--- config.mk ---
export PLATFORM = sky130hd
export DESIGN_NAME = program_loader_flat
export DESIGN_NICKNAME = d
export VERILOG_FILES = /design/src/rtl/loader_pkg.sv /design/src/rtl/program_loader_if.sv /design/src/rtl/program_loader.sv /design/src/flat_wrapper.sv
export SDC_FILE = /design/constraint.sdc
export NUM_CORES = 1
export LEC_CHECK = 0
export BUFFER_PORTS_ARGS = -buffer_cell sky130_fd_sc_hd__buf_2
export CORE_ASPECT_RATIO = 2
export CORE_UTILIZATION = 45
export DETAILED_ROUTE_END_ITERATION = 16
export GPL_ROUTABILITY_DRIVEN = 0
export PLACE_DENSITY_LB_ADDON = 0.2
export SLEW_MARGIN = 20
export SYNTH_ARGS = -nofsm -noshare
export SYNTH_HDL_FRONTEND = slang
export SYNTH_SLANG_ARGS = --single-unit
export TNS_END_PERCENT = 5
--- constraint.sdc ---
create_clock -name clk -period 2 [get_ports clk]
set_clock_uncertainty 0.2 [all_clocks]
set_input_delay 0.2 -clock clk [delete_from_list [all_inputs] [get_ports clk]]
set_output_delay 0.2 -clock clk [all_outputs]
set_load 0.01 [all_outputs]
--- src/rtl/loader_pkg.sv ---
// Shared definitions for the program loader and the core: FSM states,
// instruction-memory geometry and instruction field positions.
package loader_pkg;

  localparam int IMEM_DEPTH = 16;
  localparam int INSTR_W    = 12;
  localparam int IMEM_AW    = 4;

  // Upper nibble of a HI byte must be clear
  localparam logic [7:0] HI_RSVD_MASK = 8'hF0;

  // Instruction field positions, shared with the core decoder
  localparam int RD_MSB  = 7;
  localparam int RD_LSB  = 6;
  localparam int RS2_MSB = 5;
  localparam int RS2_LSB = 4;
  localparam int RS1_MSB = 3;
  localparam int RS1_LSB = 2;

  typedef enum logic [2:0] {
    IDLE,
    LO,
    HI,
    CSUM,
    DONE,
    ERR
  } loader_state_t;

endpackage

--- src/rtl/program_loader_if.sv ---
// Byte-wide valid/ready stream from the host link into the loader.
interface program_loader_if;
  logic       in_valid;
  logic [7:0] in_data;
  logic       in_ready;

  modport master (output in_valid, output in_data, input in_ready);
  modport slave  (input in_valid, input in_data, output in_ready);
endinterface

--- src/rtl/program_loader.sv ---
// Receives a framed program over the host byte stream, writes it into the
// instruction memory and holds the core in reset until a good checksum.
module program_loader
  import loader_pkg::*;
(
  input  logic               clk,
  input  logic               reset,
  program_loader_if.slave    host,
  input  logic               restart,
  output logic               imem_we,
  output logic [IMEM_AW-1:0] imem_addr,
  output logic [INSTR_W-1:0] imem_wdata,
  output logic               cpu_hold,
  output logic               done,
  output logic               error
);

  loader_state_t      state_reg;
  logic [IMEM_AW-1:0] words_left_reg;
  logic [IMEM_AW-1:0] addr_cnt_reg;
  logic [7:0]         xor_reg;
  logic [7:0]         lo_reg;
  logic               in_ready_reg;
  logic               imem_we_reg;
  logic [IMEM_AW-1:0] imem_addr_reg;
  logic [INSTR_W-1:0] imem_wdata_reg;
  logic               cpu_hold_reg;
  logic               done_reg;
  logic               error_reg;

  logic accept;
  assign accept = host.in_valid & in_ready_reg;

  always_ff @(posedge clk or posedge reset) begin
    if (reset) begin
      state_reg      <= IDLE;
      words_left_reg <= '0;
      addr_cnt_reg   <= '0;
      xor_reg        <= '0;
      lo_reg         <= '0;
      in_ready_reg   <= 1'b1;
      imem_we_reg    <= 1'b0;
      imem_addr_reg  <= '0;
      imem_wdata_reg <= '0;
      cpu_hold_reg   <= 1'b1;
      done_reg       <= 1'b0;
      error_reg      <= 1'b0;
    end else begin
      imem_we_reg <= 1'b0;
      if (restart) begin
        // Restart wins over a byte presented on the same edge
        state_reg    <= IDLE;
        in_ready_reg <= 1'b1;
        cpu_hold_reg <= 1'b1;
        done_reg     <= 1'b0;
        error_reg    <= 1'b0;
      end else if (accept) begin
        unique case (state_reg)
          IDLE: begin
            words_left_reg <= host.in_data[IMEM_AW-1:0];
            addr_cnt_reg   <= '0;
            xor_reg        <= host.in_data;
            state_reg      <= LO;
          end
          LO: begin
            lo_reg    <= host.in_data;
            xor_reg   <= xor_reg ^ host.in_data;
            state_reg <= HI;
          end
          HI: begin
            if ((host.in_data & HI_RSVD_MASK) != 8'h00) begin
              state_reg    <= ERR;
              error_reg    <= 1'b1;
              in_ready_reg <= 1'b0;
            end else begin
              imem_we_reg    <= 1'b1;
              imem_addr_reg  <= addr_cnt_reg;
              imem_wdata_reg <= {host.in_data[3:0], lo_reg};
              xor_reg        <= xor_reg ^ host.in_data;
              addr_cnt_reg   <= addr_cnt_reg + 1'b1;
              if (words_left_reg == '0) begin
                state_reg <= CSUM;
              end else begin
                words_left_reg <= words_left_reg - 1'b1;
                state_reg      <= LO;
              end
            end
          end
          CSUM: begin
            in_ready_reg <= 1'b0;
            if (host.in_data == xor_reg) begin
              state_reg    <= DONE;
              done_reg     <= 1'b1;
              cpu_hold_reg <= 1'b0;
            end else begin
              state_reg <= ERR;
              error_reg <= 1'b1;
            end
          end
          default: begin
            state_reg <= state_reg;
          end
        endcase
      end
    end
  end

  assign host.in_ready = in_ready_reg;
  assign imem_we       = imem_we_reg;
  assign imem_addr     = imem_addr_reg;
  assign imem_wdata    = imem_wdata_reg;
  assign cpu_hold      = cpu_hold_reg;
  assign done          = done_reg;
  assign error         = error_reg;

endmodule
--- src/flat_wrapper.sv ---
// flat-port wrapper written by rule: the top's interface ports become plain ports
module program_loader_flat import loader_pkg::*;
  (clk, reset, restart, imem_we, imem_addr, imem_wdata, cpu_hold, done, error, host_in_valid, host_in_data, host_in_ready);
  program_loader_if host_i ();
  input  logic clk;
  input  logic reset;
  input  logic restart;
  output logic imem_we;
  output logic [IMEM_AW-1:0] imem_addr;
  output logic [INSTR_W-1:0] imem_wdata;
  output logic cpu_hold;
  output logic done;
  output logic error;
  input wire logic [$bits(host_i.in_valid)-1:0] host_in_valid;
  input wire logic [$bits(host_i.in_data)-1:0] host_in_data;
  output wire logic [$bits(host_i.in_ready)-1:0] host_in_ready;
  assign host_i.in_valid = host_in_valid;
  assign host_i.in_data = host_in_data;
  assign host_in_ready = host_i.in_ready;
  program_loader u_core (.clk(clk), .reset(reset), .host(host_i), .restart(restart), .imem_we(imem_we), .imem_addr(imem_addr), .imem_wdata(imem_wdata), .cpu_hold(cpu_hold), .done(done), .error(error));
endmodule
==> key figures <==
Run status
  • Status: complete, but fails checks
  • Failing checks: negative hold slack

Min path
  • Min-delay worst type: in2reg

Logic synthesis
  • Post-synth cell types: 44
  • Syn_area_per_cell: roughly 12 um2
  • Register area share after synthesis: 0.534
  • Synth Cell Area: ~2300 um2
  • Yosys reg bits: 48
  • Yosys warning count: 0
  • Syn_nets: slightly above 200
  • EDFF count, synth: 0
  • Ys flop type: dfrtp_1
  • Cells after Synth: about 190
  • Share of flip-flops with an asynchronous set or reset: 1.00

Timing
  • Worst slew pin tran: about 0.48 ns
  • Max Slew Vio Count: 0
  • Fin crit share: 0.953
  • RSZ-0062 raised after global routing: no
  • Worst setup margin: around 0.093 ns
  • Relative slew slack: 0.681
  • Minimum clock period: between 1.5 and 2 ns
  • Hold WS: -0.00364 ns
  • F_max: roughly 0.52 GHz
  • Final setup viols: 0
  • Final Hold Viols: 1

Routing
  • Wire per inst: 15.4 um
  • Drt drc: 0
  • Via count: between 1.5k and 2k
  • WL final: ~4700 um
  • Via density: approximately 5.6
  • Pre-antenna DRT Iters: 4
  • 1st-iter DRT viols: 22
  • Antenna Nets Post-Route: 0

Global route
  • Largest net degree at the start of global routing: 28
  • Met1 global-route usage: 0.250
  • Global-route wire length before repair: around 8000 um
  • Number of global-route vias before repair: around 1.6k
  • Met2 usage: 0.347
  • Initial antenna violation count: 0
  • Total grt overflow: 0
  • Met3 GRT Util: 0.0387
  • GR peak layer: met2
  • GRT Util Overall: 0.209

Placed design
  • Place WS: -0.105 ns
  • Placed Instances: about 300
  • Number of port buffers: 32
  • Post-DP HPWL: roughly 3600 um

Clocking
  • Sink Count: 48
  • CTS root buffer: clkbuf_8
  • Worst skew pair latency: about 0.31 ns
  • CTS tree: yes
  • CTS max path bufs: 2
  • CTS clock-pin slew for the worst setup and hold paths: about 0.10 ns
  • TritonCTS Buffers: 5
  • Post-CTS setup buffer count: 0
  • H-tree depth: 2

Layout
  • Fin nets: ~260
  • Share of cells above drive strength 1: 0.382
  • Max reg flops: 12
  • Area of the multi-input gates: 993 um2
  • Filler Cells Inserted: approximately 440
  • Most frequent cells in the layout: dfrtp_1, buf_2, mux2_2
  • Register area: 1200 um2
  • Leading cell type in the layout, fill and taps excluded: dfrtp_1
  • Ant. Diodes: 0
  • Post-route insts no fill: slightly above 300
  • Area delta synth->final: 22.2%

Setup path
  • CP Launch Type: register
  • CP endpoint kind: register
  • Critical-path maximum fanout: 17
  • Setup CP Type: reg2reg
  • Crit path required time: approximately 2.0 ns
  • WP data arrival: about 1.9 ns

Power and ir drop
  • Post-route total power: 2.25 mW
  • Power density over the cells: just over 800 nW/um2
  • Pleak: around 1.3 nW
  • Peak supply drop: 612 uV

Floorplanning
  • DIE HEIGHT: around 100 um
  • Die W: 52.1 um
  • Core Footprint: 4860 um2
  • # IOs: 33
  • Initial Util: 0.464
  • Die ar.: ~5300 um2
  • FP Rows: 36

Flow run
  • Max_cap viols: 0
Yosys cell counts, types with 2 or more instances:
library cell / number / share of area
inv_1: 6 / 0.010
o21ai_0: 9 / 0.020
mux2i_1: 5 / 0.022
a21oi_1: 18 / 0.040
nor2_1: 7 / 0.012
a311oi_1: 3 / 0.012
mux2_2: 26 / 0.13
dfrtp_1: 46 / 0.51
ha_1: 2 / 0.011
nand2_1: 14 / 0.023
nand2b_1: 2 / 0.0055
a22o_1: 2 / 0.0078
buf_6: 2 / 0.010
nor3b_1: 3 / 0.010
o2bb2ai_1: 2 / 0.0078
o21ai_1: 2 / 0.0044
nor4_1: 4 / 0.011
a31oi_1: 2 / 0.0055
dfstp_2: 2 / 0.023
buf_2: 2 / 0.0044
xor2_1: 8 / 0.031
clkbuf_1: 3 / 0.0050
layout make-up:
cell class,instances,share of cell area
clock buffers,5,0.0250
clock inverters,3,0.00862
inverters,6,0.00817
multi-input cells,131,0.360
flip-flops and latches,48,0.437
well taps,57,0.0259
repair buffers,56,0.135
layer usage:
layer,vias to the layer above,part of all wire
li1,812,-
met1,847,0.40
met2,36,0.54
met3,11,0.032
met4,0,0.029
met5,-,0
final timing paths:
check / from / slack (ns) / cells after the start / end
max in group asynchronous: reset / 0.79 / 4 / u_core.cpu_hold$_DFFE_PP1P_
worst min-delay path: host_in_data[2] / -0.004 / 2 / u_core.xor_reg[2]$_DFFE_PP0P_
worst min register to register: u_core.addr_cnt_reg[3]$_DFFE_PP0P_ / 0.28 / 1 / u_core.addr_cnt_reg[3]$_DFFE_PP0P_
min in group asynchronous: reset / 0.25 / 3 / u_core.xor_reg[2]$_DFFE_PP0P_
worst max-delay path: u_core.state_reg[0]$_DFFE_PP0P_ / 0.09 / 4 / u_core.imem_addr[2]$_DFFE_PP0P_
worst max register to register: u_core.state_reg[0]$_DFFE_PP0P_ / 0.09 / 4 / u_core.imem_addr[2]$_DFFE_PP0P_
where the power goes:
group | switching, mW | internal (mW) | total (mW)
clock network | 0.345 | 0.248 | 0.593
registers | 0.0941 | 1.11 | 1.20
logic | 0.217 | 0.233 | 0.450
total | 0.656 | 1.59 | 2.25
timing repair:
| item | CTS | global route |
|---|---|---|
| endpoints found under the hold margin | 23 | 0 |
| resized for setup | 0 | 2 |
| hold buffers | 3 | 0 |
| endpoints found under the setup margin | 18 | 10 |
| pin swaps | 1 | 0 |
worst max-delay path, stage by stage (launching register included):
cell and delay (ns):
dfrtp_1 0.39, or3b_4 0.44, nor4_4 0.21, buf_12 0.20, mux2_2 0.34
cells by family (layout without fill, tap and decap cells):
group	after synthesis	after routing	synth area share
AOI/OAI and AO/OA	47	47	0.132
xor gates and xnor gates	9	9	0.0349
adders and majority gates	2	2	0.0111
buffers and inverters	13	70	0.0294
DFF	48	48	0.534
muxes	31	31	0.152
and+or+nand+nor	42	42	0.107
through the flow:
stage	setup TNS, ns	hold WS [ns]	util	area, um2
after global placement	-1.81	0.0434	0.540	2630
final	0	-0.00364	0.567	2760
after global routing	0	0.00589	0.567	2760
after CTS	0	0.00316	0.566	2750
after detailed placement	-2.20	0.0444	0.540	2630
after floorplan	-2.55	0.104	-	2270
Power figures use the tool's default switching activity.
